--- config.mk ---
export PLATFORM = sky130hd
export DESIGN_NAME = coherence_arbiter
export DESIGN_NICKNAME = d
export VERILOG_FILES = /design/src/rtl/coherence_arbiter.sv
export SDC_FILE = /design/constraint.sdc
export NUM_CORES = 1
export LEC_CHECK = 0
export BUFFER_PORTS_ARGS = -buffer_cell sky130_fd_sc_hd__buf_2
export CORE_AREA = 2 2 144 146
export DETAILED_ROUTE_END_ITERATION = 8
export DIE_AREA = 0 0 146 148
export PLACE_DENSITY = 0.5
export SYNTH_ARGS = -nofsm -noshare
export SYNTH_HDL_FRONTEND = slang
export SYNTH_SLANG_ARGS = --single-unit
--- constraint.sdc ---
create_clock -name CLK -period 2 [get_ports CLK]
set_input_delay 0.4 -clock CLK [delete_from_list [all_inputs] [get_ports CLK]]
set_output_delay 0.4 -clock CLK [all_outputs]
set_load 0.03 [all_outputs]
--- src/rtl/coherence_arbiter.sv ---
// Two-dcache coherence arbiter: grants one cache at a time onto the RAM port and runs the snoop handshake.
// Latency: grant registered one cycle after the request is seen; word completion follows ramready combinationally.
// Backpressure: dwait stays high until ramready (or snoop ack for upgrades); snoop waits on cctrans with no timeout.
// Optional build macro COHERENCE_STATS_EN adds stat_snoops / stat_c2c / stat_ramwords counters.
module coherence_arbiter #(
    parameter int ADDR_W = 32,
    parameter int NCORE  = 2
) (
    input  logic                             CLK,
    input  logic                             nRST,
    input  logic [NCORE-1:0]                 dREN,
    input  logic [NCORE-1:0]                 dWEN,
    input  logic [NCORE-1:0][ADDR_W-1:0]     daddr,
    input  logic [NCORE-1:0][ADDR_W-1:0]     dstore,
    input  logic [NCORE-1:0]                 cctrans,
    input  logic [NCORE-1:0]                 ccwrite,
    output logic [NCORE-1:0]                 dwait,
    output logic [NCORE-1:0][ADDR_W-1:0]     dload,
    output logic [NCORE-1:0]                 ccwait,
    output logic [NCORE-1:0]                 ccinv,
    output logic [NCORE-1:0][ADDR_W-1:0]     ccsnoopaddr,
    output logic                             ramREN,
    output logic                             ramWEN,
    output logic [ADDR_W-1:0]                ramaddr,
    output logic [ADDR_W-1:0]                ramstore,
    input  logic [ADDR_W-1:0]                ramload,
    input  logic                             ramready
`ifdef COHERENCE_STATS_EN
    ,
    output logic [31:0]                      stat_snoops,
    output logic [31:0]                      stat_c2c,
    output logic [31:0]                      stat_ramwords
`endif
);

    // The index arithmetic (req/oth as one bit) only works for exactly two caches.
    generate
        if (NCORE != 2) begin : g_bad_ncore
            $error("coherence_arbiter supports NCORE == 2 only");
        end
    endgenerate

    localparam logic [2:0] IDLE  = 3'd0;
    localparam logic [2:0] WB    = 3'd1;
    localparam logic [2:0] SNOOP = 3'd2;
    localparam logic [2:0] RD    = 3'd3;
    localparam logic [2:0] C2C   = 3'd4;

    logic [2:0] state;
    logic       req_q;      // granted cache
    logic       oth;        // the other cache
    logic       rr_last;    // last granted index, loser of the next tie
    logic       snooped_q;  // RD was entered from SNOOP, keep the other cache frozen

    logic [1:0] cls_wb, cls_fill, cls_upg, cls_rd;
    logic [1:0] cand;
    logic [2:0] grant_state;
    logic       pick;

    assign oth      = ~req_q;
    assign cls_wb   = dWEN & ~ccwait;
    assign cls_fill = dREN & cctrans;
    assign cls_upg  = cctrans & ccwrite & ~dREN;
    assign cls_rd   = dREN & ~cctrans;

    // Pick the highest-priority request class present, then break a tie round-robin.
    always_comb begin
        cand        = 2'b00;
        grant_state = IDLE;
        if (|cls_wb) begin
            cand        = cls_wb;
            grant_state = WB;
        end else if (|cls_fill) begin
            cand        = cls_fill;
            grant_state = SNOOP;
        end else if (|cls_upg) begin
            cand        = cls_upg;
            grant_state = SNOOP;
        end else if (|cls_rd) begin
            cand        = cls_rd;
            grant_state = RD;
        end
        pick = (cand == 2'b11) ? ~rr_last : cand[1];
    end

    // Transaction state machine; one transaction in flight at a time.
    always_ff @(posedge CLK or negedge nRST) begin
        if (!nRST) begin
            state     <= IDLE;
            req_q     <= 1'b0;
            rr_last   <= 1'b1;
            snooped_q <= 1'b0;
        end else begin
            case (state)
                IDLE: begin
                    if (|cand) begin
                        state     <= grant_state;
                        req_q     <= pick;
                        rr_last   <= pick;
                        snooped_q <= 1'b0;
                    end
                end
                WB: begin
                    if (!dWEN[req_q]) state <= IDLE;
                end
                SNOOP: begin
                    if (cctrans[oth]) begin
                        if (ccwrite[oth]) begin
                            state <= C2C;
                        end else if (dREN[req_q]) begin
                            state     <= RD;
                            snooped_q <= 1'b1;
                        end else begin
                            state <= IDLE;
                        end
                    end
                end
                RD, C2C: begin
                    if (!dREN[req_q]) state <= IDLE;
                end
                default: state <= IDLE;
            endcase
        end
    end

    // Output decode from the registered state; reset drops strobes and ccwait immediately.
    always_comb begin
        dwait       = '1;
        dload       = '0;
        ccwait      = '0;
        ccinv       = '0;
        ccsnoopaddr = '0;
        ramREN      = 1'b0;
        ramWEN      = 1'b0;
        ramaddr     = '0;
        ramstore    = '0;
        case (state)
            WB: begin
                ramWEN         = 1'b1;
                ramaddr        = daddr[req_q];
                ramstore       = dstore[req_q];
                dwait[req_q]   = ~ramready;
            end
            SNOOP: begin
                ccwait[oth]      = 1'b1;
                ccsnoopaddr[oth] = daddr[req_q];
                ccinv[oth]       = ccwrite[req_q];
                // An upgrade has no data phase, so the ack itself completes it.
                if (cctrans[oth] && !ccwrite[oth] && !dREN[req_q]) dwait[req_q] = 1'b0;
            end
            RD: begin
                ramREN        = 1'b1;
                ramaddr       = daddr[req_q];
                dload[req_q]  = ramload;
                dwait[req_q]  = ~ramready;
                ccwait[oth]   = snooped_q;
            end
            C2C: begin
                // Dirty data goes to the requester and to RAM in the same beat.
                ccwait[oth]   = 1'b1;
                ramWEN        = 1'b1;
                ramaddr       = daddr[oth];
                ramstore      = dstore[oth];
                dload[req_q]  = dstore[oth];
                dwait[req_q]  = ~ramready;
                dwait[oth]    = ~ramready;
            end
            default: ;
        endcase
    end

`ifdef COHERENCE_STATS_EN
    // Event counters: snoop entries, C2C entries and completed RAM words.
    always_ff @(posedge CLK or negedge nRST) begin
        if (!nRST) begin
            stat_snoops   <= '0;
            stat_c2c      <= '0;
            stat_ramwords <= '0;
        end else begin
            if (state == IDLE && (|cand) && grant_state == SNOOP)
                stat_snoops <= stat_snoops + 32'd1;
            if (state == SNOOP && cctrans[oth] && ccwrite[oth])
                stat_c2c <= stat_c2c + 32'd1;
            if (ramready && (ramREN || ramWEN))
                stat_ramwords <= stat_ramwords + 32'd1;
        end
    end
`endif

endmodule

# Yosys cells after proc, flatten, opt, wreduce, memory -nomap -nowiden
# Index checks and enable logic that the tools add are counted.
# op_classes
n_lt_le_gt_ge,4
n_eq_ne,11
mux,58
bitwise_logic,18
n_reduce_logical,20
# op_table
operator,count
$mux 32,10
$and 64x64->64,3
$pmux 32 s2,2
$pmux 64 s2,1
$demux 32 s1,2
$mux 64,1
$mux 2,11
$mux 1,19
$reduce_or 2->1,9
$mux 3,5
$and 2x2->2,7
$ne 2x2->1 const B,6
$pmux 3 s4,1
$not 2->2,4
$eq 3x2->1 const B,2
$pmux 2 s3,1
$reduce_and 5->1,1
$logic_and 1x1->1,4
$lt 1x2->1 const B,2
$pmux 2 s2,1
$reduce_and 4->1,1
$eq 3x1->1 const B,1
$eq 3x3->1 const B,1
$logic_not 3->1,1
other kinds (10),15
# word_totals
reg_bits,6
input_bits,171
output_inout_bits,200
elab_cells,115

# Longest topological paths before layout
# Gate-level depths: netlist of run 1.
# depth
depth_word,14
ltp_mapped,8
ltp_nobuf,5

# Worst setup path after synthesis of run 1
# No wires, ideal clock.
# synth_path
path_type,register to output
from,register state[2]
to,output ramstore[14]
arrival_ns,2.078
required_ns,1.600
slack_ns,-0.478
stages_incl_launch_ff,9
path_buffers,4
path_cell_list,dfrtp_1 > buf_2 > nor2b_1 > clkbuf_1 > nor2b_1 > clkbuf_1 > clkbuf_1 > a221oi_1 > nor2_1
# synth_via
elab_chain_len,2
elab_cells_between_ends,3
classes_between,eq/ne: 2; mux: 1
# synth_lines
item,line_no,source
"start, declared",49,logic [2:0] state;
"start signal, assigned",97,state <= grant_state;
$eq 3x3->1 or $eq 3x1->1 (tied branches),137,case (state)
$pmux 32 s2 *,137,
"end, declared",25,"output logic [ADDR_W-1:0] ramstore,"
# Every way passes the cells marked *; elsewhere a longest branch is shown, timed or not.

==> results by stage, run 1 <==
Detailed routing:
- After detailed routing, the number of vias per cell comes to 5.27.
- The detailed router finished its first iteration with 195 violations.
- The number of detailed-routing iterations run before antenna repair is 4.
- The final routed DRC violation total is 0.
- Dividing the detail-routed wire length by the instance count gives 19.8 um.
- The routed layout has 6781 vias.
- For this block, the routed nets add up to 25500 um of wire.
- The count of nets left with antenna violations once routing finished came out at 0.

Yosys:
- The count of state elements after synthesis is 6.
- sky130_fd_sc_hd__nor2_1 is the most common cell in the netlist.
- The top cell type by area accounts for 31.0% of the synthesized area.
- After synthesis, flip-flops and latches occupy 4.18% of the total area.
- The dominant register cell in the synthesized netlist is sky130_fd_sc_hd__dfrtp_1.
- Synthesis instantiated 48 different standard cells from the library.
- The gate count after technology mapping is 582.
- The count of flip-flops with a built-in enable after synthesis is 0.
- The combined area of all synthesized cells is 3620 um^2.
- The count of yosys warnings during synthesis is 0.
- Yosys attributes the largest share of cell area to sky130_fd_sc_hd__a221oi_1 (31%), sky130_fd_sc_hd__nor2_1 (14%), sky130_fd_sc_hd__and3_1 (11%), sky130_fd_sc_hd__mux2i_1 (8.9%), sky130_fd_sc_hd__clkbuf_1 (6.7%).
- When the netlist entered floorplanning its net count stood at 753.
- The async set-or-reset flop fraction in the synthesized netlist is 100%.
- Counting instances in the post-synthesis netlist gives the leading cell types as sky130_fd_sc_hd__nor2_1 (131), sky130_fd_sc_hd__a221oi_1 (128), sky130_fd_sc_hd__and3_1 (66).
- The synthesized area divided by synthesized cell count is 6.22 um^2.
- Summed over all instances, the cell type with the most area after synthesis is sky130_fd_sc_hd__a221oi_1.

Timing:
- The count of final hold-check violations is 0.
- Clock skew on the completed layout was measured at 0.00124 ns.
- Static timing analysis puts the maximum clock frequency at 437 MHz.
- The worst path in the final design needs a cycle of 2.29 ns, including I/O delays and setup.
- At the pin with the least slew margin, the transition time is 0.432 ns.
- Setup repair after global routing could not meet its margin everywhere.
- Setup violations remaining at the end of the flow were counted as 200.
- In this run the tightest slew margin relative to its limit is 71.2%.
- The number of pins exceeding their max-slew limit in the final report came to 0.
- The final cycle utilization of the critical path is 114%.
- Across all setup checks in the final design, the least slack found is -0.286 ns.

Floorplanning:
- The core region is 20000 um^2.
- The number of core rows is 52.
- The width of the chip is 146 um.
- The number of I/O pins is 371.
- The die is 148 um tall.
- The starting utilization of the core area is 18.1%.
- The area of the die is 21600 um^2.

CTS:
- The clock transition at the registers of the reported paths is 0.04 ns.
- The clock reaches the later pin of the worst-skew pair after 0.23 ns.
- The number of CTS-inserted buffers is 3.
- The clock drives 6 sinks.
- The maximum count of clock buffers along a single path is 2.
- In this run the number of H-tree levels came out at 1.
- The clock root buffer master is sky130_fd_sc_hd__clkbuf_16.
- The TritonCTS clock tree is yes.
- The number of hold buffers added after CTS is 0.

Setup path:
- The start-to-end type of the worst setup path is reg -> out.
- STA classifies the critical path endpoint as a primary output.
- The worst path arrival time is 1.89 ns.
- Among all stages on the critical path, the largest delay is contributed by sky130_fd_sc_hd__dfrtp_2.
- The required time at the worst-slack endpoint is 1.60 ns.
- The top fanout value on the critical path is 23.
- In this design, the stage delay of the slowest critical-path cell is 0.43 ns.
- The kind of launch point of the worst setup path is a flip-flop.
- The signal on the critical path passes through nor3b_4 -> buf_6 -> buf_12 -> o21ai_0 -> buf_4 -> nor2_4 -> buf_2.

Power:
- The largest voltage drop on the vdd net is 0.000776 V.
- Summed over all cells, the static leakage comes to 4.42 nW.
- The total power density per cell area is 1510 nW/um^2.

Final layout:
- The fraction of final layout cells sized beyond drive strength 1 is 80.5%.
- After routing the design area is 10300 um^2.
- The count of antenna diodes in the layout is 0.
- After the flow finishes, the layout carries non-filler instances totaling 1287.
- In the final layout, flip-flops and latches occupy 156 um^2.
- The number of nets in the layout is 1189.
- Fill cells in the final layout number 1812.
- Compared with the post-synthesis result, the final layout area differs by 184%.
- Summing all multi-input logic gate instances after layout gives 4790 um^2.

Global routing:
- Entering global routing, the biggest net connects 66 pins.
- The first global-routing pass estimated 34100 um of wire.
- The number of antenna violations at the first check in global routing is 0.
- The number of global-route vias before repair is 6377.
- For this run, the total global-route usage over all layers was measured as 19.2%.
- For this run the aggregate overflow at the end of global routing stands at 0.

Place:
- Counting tap cells, the placed design contains a total of 1223 instances.
- The wire-length estimate of the detail-placed layout is 16000 um.
- The congestion estimate from routability-driven global placement came to 0.789.
- The count of buffers added on input and output ports is 370.
- The cell area reported after detailed placement is 7110 um^2.

Worst hold path:
- The path class of the tightest hold or removal check is in -> async.

Status:
- The checks that failed: negative setup slack.
- The run finished, with violations left.

Job:
- The number of maximum-capacitance constraint violations is 0.
-- cell usage in the layout, fill, tap and decap left out, types with 18 or more instances in the layout --
cell	instances
sky130_fd_sc_hd__a221oi_1	81
sky130_fd_sc_hd__a221oi_2	42
sky130_fd_sc_hd__and3_4	63
sky130_fd_sc_hd__buf_12	36
sky130_fd_sc_hd__buf_2	187
sky130_fd_sc_hd__buf_4	67
sky130_fd_sc_hd__buf_6	192
sky130_fd_sc_hd__mux2i_1	32
sky130_fd_sc_hd__nand2_1	30
sky130_fd_sc_hd__nor2_2	65
sky130_fd_sc_hd__nor2_4	63
sky130_fd_sc_hd__o21ai_2	18
-- state kept, by name, summed over array words and instances, names as in the netlist --
signal and flops:
state 3, snooped_q 1, rr_last 1, req_q 1
-- cell families after synthesis --
family          share of synthesized area (%)
compound gates                           42.1
xor+xnor                                0.242
buf+inv                                  9.58
flops                                    4.18
mux                                      10.1
simple gates                             33.8
-- what timing repair did --
action                                  CTS  global route
endpoints found under the setup margin  203           206
setup buffers                            19            30
endpoints found under the hold margin     0             0
gates resized for setup                 365           295
pin swaps                                34            41
cloned                                   10             9
-- worst paths after layout --
path,endpoint,slack [ns],cells past startpoint,startpoint
worst min register to register,rr_last$_DFFE_PN1P_,0.54,1,rr_last$_DFFE_PN1P_
worst max register to register,state[0]$_DFFE_PN0P_,-0.25,7,state[2]$_DFFE_PN0P_
worst max-delay path,dload[41],-0.29,7,state[1]$_DFFE_PN0P_
min in group CLK,rr_last$_DFFE_PN1P_,0.54,1,rr_last$_DFFE_PN1P_
worst min-delay path,req_q$_DFFE_PN0P_,0.005,1,nRST
max in group asynchronous,rr_last$_DFFE_PN1P_,1.76,1,nRST
-- final cells by class --
class                   count  share of cell area (%)
clock buffers               4                   0.767
inverters                   5                   0.195
multi-input cells         489                    46.6
flip-flops and latches      6                    1.52
well taps                 270                    3.29
repair buffers            513                    47.7
-- metal layers --
layer	wire length, um	up-vias	share of wire (%)	track usage, %
li1	-	3164	-	-
met4	506	0	2.0	4.71
met3	1610	37	6.3	2.59
met2	13500	315	53	36.5
met5	0	-	0	0
met1	9810	3265	39	22.7
-- worst max-delay path, delay by kind of cell, from the launching register on --
| family | cells | cell delay [ns] |
|---|---|---|
| AO/OA/AOI/OAI | 1 | 0.08 |
| buffers and inverters | 4 | 0.78 |
| flip-flops | 1 | 0.43 |
| AND/OR/NAND/NOR | 2 | 0.37 |
-- report_power, final --
part           internal, mW  switching (mW)  total, mW
Clock                 0.265          0.0729      0.338
Sequential            0.184          0.0697      0.254
Combinational          6.62            8.30       14.9
-- per-stage QoR --
stage / worst slack, ns / power (mW) / util, % / hold slack [ns] / setup TNS [ns]
floorplan: -0.0409 / 7.62 / - / 0.104 / -1.15
global placement: -0.130 / 11.0 / 35.5 / 0.245 / -2.23
detailed placement: -0.161 / 11.0 / 35.5 / 0.249 / -4.90
CTS: -0.291 / 13.2 / 44.2 / 0.00648 / -37.14
global route: -0.372 / 16.3 / 51.3 / 0.0110 / -51.42
finish: -0.286 / 15.5 / 51.3 / 0.00465 / -35.91
Note: power is estimated with default switching activity, not from simulation.
==> run 2: changes to the inputs <==
Settings changed: CORE_AREA 2 2 144 146 to 2 2 142 144, CTS_BUF_LIST set to sky130_fd_sc_hd__clkbuf_2, DIE_AREA 0 0 146 148 to 0 0 144 146, PLACE_DENSITY 0.5 to 0.51.
==> run 2 against run 1 <==
  * The run still ends with negative setup slack left
  * Design area is 2.3% higher
  * Wire length is 4.9% higher
  * Non-clock buffer count up 9
  * Die area decreased by 2.7%
  * First-iteration DRC count rose by 8.7%
  * Final cell count is 0.39% higher
  * Via count increased by 1.3%
  * Critical path depth unchanged
  * Utilization up 3.1 points
  * Worst setup slack got worse by 0.016 ns
  * Clock skew increased by 0.0044 ns
  * Largest cell class unchanged
==> results by stage, run 2 (synthesis gave the netlist of run 1 again) <==
Place:
- In this run the cell area measured after placement is 7040 um^2.
- The sum of net half-perimeters after detailed placement is 16200 um.
- The number of placed instances, taps included, is 1226.
- The count of buffers added on input and output ports is 370.
- Timing analysis after detailed placement gives a worst setup slack of -0.132 ns.
- The routability congestion estimate is 0.790.

Final layout:
- The post-synthesis to final-layout area growth is 191%.
- The largest register by flop count is state.
- After routing the design area is 10500 um^2.
- After the last flow step, the layout net total stands at 1198.
- The leading cell type in the layout, fill and taps excluded is sky130_fd_sc_hd__buf_6.
- The flip-flop count of the largest register after layout is 3.
- The number of standard cells in the layout, taps in and fillers out is 1292.
- Cells fill 54.4% of the core in the end.
- In the layout the commonest cells are sky130_fd_sc_hd__buf_6 (191), sky130_fd_sc_hd__buf_2 (178), sky130_fd_sc_hd__buf_4 (90), sky130_fd_sc_hd__a221oi_2 (83).
- The fraction of final layout cells sized beyond drive strength 1 is 82.0%.

Setup path:
- The element type at the critical path end is a flip-flop.
- The largest incremental delay on the critical path is 0.53 ns.
- Following the worst setup path forward leads to its endpoint at state[0]$_DFFE_PN0P_.
- Traced cell by cell, the critical path runs through buf_4 -> buf_4 -> xnor2_4 -> o311a_1 -> or4b_4 -> nand3_4 -> mux2_4.
- STA classifies the critical path startpoint as a flip-flop.
- The end of the worst register-to-register path is state[0]$_DFFE_PN0P_.
- The worst setup path is of the reg -> reg kind.
- The critical path crosses 7 cells after its start point.
- Of all nets on the critical path, the largest fanout is 4.
- The required time at the worst-slack endpoint is 2.12 ns.
- The cell occurring most often along the worst timing path is sky130_fd_sc_hd__buf_4.
- The critical path's slowest cell is sky130_fd_sc_hd__or4b_4.
- The worst-case register-to-register setup slack is -0.30 ns.
- The worst path arrival time is 2.42 ns.
- Counting cells, the worst reg-to-reg path comes to 7.
- The family with the most delay on the worst path is simple AND/OR/NAND/NOR gates.
- The source of the critical timing path is state[1]$_DFFE_PN0P_.
- Counting both buffers and inverters, the worst setup path holds a total of 2.
- The launching point of the worst reg2reg path is state[1]$_DFFE_PN0P_.

Power:
- The clock network fraction of design power is 0.7%.
- IR analysis of the VDD net gives a maximum drop of 0.000602 V.
- Of the total power, the share spent switching nets is 54.1%.
- Dividing total power by cell area gives a power density of 1550 nW/um^2.
- The switching power total is 8.83 mW.
- The reported leakage power is 4.71 nW.
- The internal power of the cells totals 7.48 mW.
- The proportion of power drawn by combinational gates is 97.7%.
- Of the total power, registers draw 1.7%.
- After layout, the design draws a total of 16.3 mW.

Timing:
- The routed design could run at a clock period as short as 2.30 ns.
- The number of pins exceeding their max-slew limit in the final report was 0.
- The post-route worst setup slack is -0.302 ns.
- The final cycle utilization of the critical path is 115%.
- Setup repair after global routing could not meet its margin everywhere.
- Setup violations remaining at the end of the flow were counted as 204.
- The setup TNS is -41.22 ns.
- The count of final hold-check violations came to 0.
- Final hold analysis gives a worst-case slack of 0.522 ns.
- The maximum clock rate is 434 MHz.
- At the pin with the least slew margin, the transition time is 0.376 ns.
- The relative slew slack is 74.6%.
- For the final database, setup skew stands at 0.00565 ns.

Floorplanning:
- The overall die height is 146 um.
- The floorplan has 51 rows.
- The die covers 21000 um^2.
- After floorplanning, the core was sized to cover 19300 um^2.
- Once the floorplan was initialized, standard cells occupied 18.7% of the core.
- 371 I/O pins were placed.
- The width of the chip is 144 um.

CTS:
- In this run the deepest clock path goes through 2 buffers.
- The later pin in the worst-skew pair is clocked with a latency of 0.24 ns.
- The TritonCTS clock tree is yes.
- The clock transition at the registers of the reported paths is 0.08 ns.
- The number of sinks handled by clock tree synthesis is 6.
- The tree is rooted in a sky130_fd_sc_hd__clkbuf_2.
- In this run the number of H-tree levels came out at 1.
- Counting the buffers created by CTS gives 3.

Detailed routing:
- The per-cell via count in the routed design is 5.32.
- In the routed design, unresolved DRC markers number 0.
- The first detailed-routing pass ran for 4 iterations.
- The total wire length after detailed routing is 26700 um.
- The number of vias after detailed routing is 6867.
- The antenna violation net count after detailed routing is 0.
- The DRC violation total after the first TritonRoute iteration is 212.
- The average detailed-routed wire length per instance is 20.7 um.

Global routing:
- Entering global routing, the biggest net connects 57 pins.
- After global routing the overflow that remains totals 0.
- The total routing usage reported by global routing is 20.7%.
- The first global-routing pass estimated 34600 um of wire.
- The number of global-route vias before repair is 6260.
- The number of antenna violations at the first check in global routing came to 1.

Job:
- The number of maximum-capacitance constraint violations is 0.

Status:
- The run finished, with violations left.
- The final reports fail on negative setup slack.

Worst hold path:
- The type of the tightest min-delay check is in -> async.
[run 2: cell count changes in the layout (fill, tap and decap cells not counted), moves of 9 or more]
cell,delta
sky130_fd_sc_hd__a221oi_1,-41
sky130_fd_sc_hd__a221oi_2,+41
sky130_fd_sc_hd__and3_1,+23
sky130_fd_sc_hd__and3_2,+20
sky130_fd_sc_hd__and3_4,-43
sky130_fd_sc_hd__buf_12,-13
sky130_fd_sc_hd__buf_2,-9
sky130_fd_sc_hd__buf_4,+23
sky130_fd_sc_hd__o21ai_2,-12
[run 2: area by class of cell]
class | instances | area (um^2)
Fill cell | 1698 | 8820
Timing Repair Buffer | 522 | 5100
Multi-Input combinational cell | 489 | 4880
Tap cell | 265 | 332
Sequential cell | 6 | 158
Clock buffer | 4 | 20.0
Inverter | 5 | 20.0
Antenna cell | 1 | 2.50
[run 2: power by group through the flow]
stage	sequential, mW	clock, mW	combinational (mW)
CTS	0.276	0.112	13.3
global placement	0.263	0	10.7
floorplan	0.192	0	7.43
detailed placement	0.266	0	10.7
global route	0.278	0.117	16.7
finish	0.271	0.106	15.9
[run 2: how the worst min path moves through the flow]
stage	startpoint	to	slack [ns]	depth (start not counted)
3_3_place_gp	nRST	snooped_q$_DFFE_PN0P_	0.24	1
3_5_place_dp	nRST	snooped_q$_DFFE_PN0P_	0.25	1
6_report	nRST	snooped_q$_DFFE_PN0P_	0.52	2
4_1_cts	nRST	snooped_q$_DFFE_PN0P_	0.51	2
2_1_floorplan	nRST	req_q$_DFFE_PN0P_	0.10	0
5_1_grt	nRST	snooped_q$_DFFE_PN0P_	0.53	2
[run 2: metal layers]
layer	share of wire (%)	track usage, %
met1	38	24.6
met2	53	39.2
met3	6.3	2.17
met4	2.6	4.46
met5	0	0
[run 2: repair_timing]
action	in CTS	in global routing
gates cloned	13	16
pin swaps	13	46
endpoints found under the hold margin	5	0
buffers inserted	22	13
hold buffers	1	0
endpoints found under the setup margin	203	205
gates resized for setup	253	468
==> run 3: changes to the inputs <==
Clock period 2 ns to 1.96 ns, I/O delays scaled along.
==> run 3 against run 2 <==
  * The run still ends with negative setup slack left
  * Critical path depth is 1 higher
  * Sequential power is 2% lower
  * First-iteration DRC count is 11% higher
  * Die area stayed put
  * Global-route usage is 1.8 points lower
  * Final cell count is 1.6% lower
  * Sequential cell count stayed put
  * Non-clock buffer count is 22 lower
  * Sequential share of layout area is 0.072 points higher
  * Utilization is 2.5 points lower
  * Hold slack worse by 0.0013 ns
  * Total power is 4.4% lower
  * Critical endpoint is now ccsnoopaddr[1]
==> results by stage, run 3 (synthesis gave the netlist of run 1 again) <==
Detailed routing:
- The number of detailed-routing iterations run before antenna repair is 4.
- The average detailed-routed wire length per instance is 20.8 um.
- The final routed DRC violation total is 0.
- Wires add up to 26400 um.
- The per-cell via count in the routed design is 5.35.
- The detail route stage leaves a number of antenna-violating nets equal to 0.
- The first routing iteration left 235 violations.
- The number of vias after detailed routing is 6801.

Timing:
- Timing would allow up to 445 MHz.
- The slew at the pin with the worst max-slew slack is 0.426 ns.
- After layout, the worst path uses 115% of the clock period.
- After layout, the minimum clock period comes to 2.25 ns.
- After layout, the worst setup slack is -0.287 ns.
- Setup repair after global routing could not meet its margin everywhere.
- The relative slew slack is 71.4%.
- The count of final hold-check violations is 0.
- The number of pins exceeding their max-slew limit in the final report is 0.
- Setup violations remaining at the end of the flow were counted as 204.
- Clock skew on the completed layout was measured at 0.0155 ns.

Power:
- The largest voltage drop on the vdd net is 0.000772 V.
- The total power density per cell area is 1550 nW/um^2.
- The proportion of power drawn by combinational gates is 97.6%.
- In this run the static leakage power is 4.34 nW.
- The clock network is responsible for 0.7% of the overall power.
- The total internal power is 6.93 mW.
- The switching part of the total is 55.5%.
- The switching power total is 8.66 mW.
- Per report_power, the sequential group accounts for 1.7% of the total.

Final layout:
- The flip-flop count of the largest register after layout is 3.
- The layout has 1758 filler cells.
- In the final layout, the multi-input gates occupy 4720 um^2.
- Of the cells placed in the final design, the portion with a size suffix greater than 1 is 81.4%.
- After routing the design area is 10000 um^2.
- Relative to the synthesized area, the layout overhead comes to 177%.
- The number of nets in the layout is 1176.
- Counting flops per register, the top entry is state.
- The number of standard cells in the layout, taps in and fillers out is 1271.
- Leaving out fill and tap cells, the most frequent cell in the layout is sky130_fd_sc_hd__buf_6.
- In the layout the commonest cells are sky130_fd_sc_hd__buf_6 (192), sky130_fd_sc_hd__buf_2 (182), sky130_fd_sc_hd__a221oi_1 (68), sky130_fd_sc_hd__nor2_2 (65), sky130_fd_sc_hd__buf_4 (65).
- Summing all flip-flop and latch instances after layout gives 158 um^2.

CTS:
- Clock-pin slew was measured on the worst setup and hold paths at 0.08 ns.
- CTS built an H-tree with a depth of 1.
- TritonCTS built the clock tree.
- Counting along the longest clock path gives a buffer depth of 2.
- Clock latency on the worst-skew pair, taken at its later pin, is 0.23 ns.
- The number of CTS-inserted buffers is 3.
- The number of sinks handled by clock tree synthesis is 6.
- The clock root buffer master is sky130_fd_sc_hd__clkbuf_2.

Global routing:
- The global-route wire length before repair is 32500 um.
- After global routing the overflow that remains totals 0.
- The pin count of the biggest net entering global routing is 68.
- The total routing usage reported by global routing is 18.9%.
- The number of antenna violations at the first check in global routing is 2.
- The number of global-route vias before repair is 6213.

Place:
- The cell area reported after detailed placement is 7060 um^2.
- During placement, the flow inserted port buffers numbering 370.
- Including well taps, the total number of placed cells is 1216.
- The congestion estimate from routability-driven global placement came to 0.841.
- The setup slack after placement is -0.174 ns.
- The sum of net half-perimeters after detailed placement is 16100 um.

Setup path:
- The top fanout value on the critical path is 5.
- The required time at the worst-slack endpoint is 1.57 ns.
- The element type at the critical path end is a primary output.
- The kind of launch point of the worst setup path is a flip-flop.
- Data on the critical path arrives at its endpoint at 1.85 ns.
- The start-to-end type of the worst setup path is reg -> out.

Floorplanning:
- The core region is 19300 um^2.
- The number of I/O pins is 371.
- The die covers 21000 um^2.
- The initial utilization of the core area, before any placement, comes to 18.7%.
- The number of core rows is 51.
- The width of the chip is 144 um.
- The floorplan step set the die height to 146 um.

Status:
- The run finished, with violations left.
- The checks that failed: negative setup slack.

Worst hold path:
- The min-delay analysis places its worst path in the category in -> async.

Job:
- The tool flagged a number of max-cap violations equal to 0.
==> run 3: changes by cell type in the layout (fill, tap and decap cells not counted), moves of 8 or more <==
cell                       before  now
sky130_fd_sc_hd__and3_2        20    0
sky130_fd_sc_hd__o21ai_0       11    3
sky130_fd_sc_hd__o21ai_2        6   32
sky130_fd_sc_hd__buf_4         90   65
sky130_fd_sc_hd__and3_1        26    4
sky130_fd_sc_hd__a221oi_1      40   68
sky130_fd_sc_hd__and3_4        20   62
sky130_fd_sc_hd__a221oi_2      83   59
sky130_fd_sc_hd__o21ai_1       12    1
==> run 3: final timing paths <==
kind	from	end	slack, ns	cells past startpoint
hold / removal	nRST	snooped_q$_DFFE_PN0P_	0.52	2
setup / recovery	state[2]$_DFFE_PN0P_	ccsnoopaddr[1]	-0.29	8
setup reg to reg	req_q$_DFFE_PN0P_	state[0]$_DFFE_PN0P_	-0.26	6
max in group asynchronous	nRST	rr_last$_DFFE_PN1P_	1.19	2
hold reg to reg	rr_last$_DFFE_PN1P_	rr_last$_DFFE_PN1P_	0.53	1
min in group CLK	rr_last$_DFFE_PN1P_	rr_last$_DFFE_PN1P_	0.53	1
==> run 3: worst max-delay path, cell delays in order (launching register included) <==
cell	delay (ns)
sky130_fd_sc_hd__dfrtp_1	0.43
sky130_fd_sc_hd__buf_6	0.15
sky130_fd_sc_hd__nor2b_4	0.11
sky130_fd_sc_hd__nor2b_4	0.20
sky130_fd_sc_hd__buf_12	0.14
sky130_fd_sc_hd__buf_8	0.12
sky130_fd_sc_hd__clkbuf_16	0.15
sky130_fd_sc_hd__and3_1	0.18
sky130_fd_sc_hd__buf_6	0.14
==> run 3: timing repair <==
action	in CTS	in global routing
buffers inserted	16	12
hold endpoints to repair	5	0
pin swaps	18	24
endpoints found under the setup margin	203	204
gates resized for setup	309	316
cloned	7	20
hold buffers	1	0
==> run 3: area by class of cell <==
class | count | share of cell area [%]
Timing Repair Buffer | 500 | 47.6
Inverter | 5 | 0.200
Multi-Input combinational cell | 489 | 47.1
Clock buffer | 4 | 0.200
Antenna cell | 2 | 0.0499
Sequential cell | 6 | 1.57
Tap cell | 265 | 3.30
==> run 3: power groups by stage <==
| stage | clock network [mW] | registers [mW] | logic (mW) |
|---|---|---|---|
| floorplan | 0 | 0.196 | 7.66 |
| global route | 0.116 | 0.274 | 15.9 |
| CTS | 0.109 | 0.273 | 12.5 |
| finish | 0.105 | 0.266 | 15.2 |
| global placement | 0 | 0.276 | 10.9 |
| detailed placement | 0 | 0.275 | 10.9 |
==> run 3: metrics by stage <==
| stage | power, mW | setup TNS (ns) | util [%] | hold slack (ns) |
|---|---|---|---|---|
| after floorplan | 7.85 | -2.58 | - | 0.0964 |
| after global placement | 11.1 | -10.67 | 36.5 | 0.237 |
| after detailed placement | 11.2 | -13.89 | 36.5 | 0.232 |
| after CTS | 12.9 | -50.81 | 43.6 | 0.521 |
| after global routing | 16.3 | -64.76 | 51.9 | 0.516 |
| final | 15.6 | -44.61 | 51.9 | 0.521 |
==> run 3: routing by layer <==
| layer | track usage (%) | vias up | wire length (um) |
|---|---|---|---|
| met4 | 4.95 | 0 | 737 |
| li1 | - | 3142 | - |
| met2 | 35.3 | 325 | 13900 |
| met5 | 0 | - | 0 |
| met1 | 22.1 | 3288 | 10100 |
| met3 | 2.80 | 46 | 1710 |
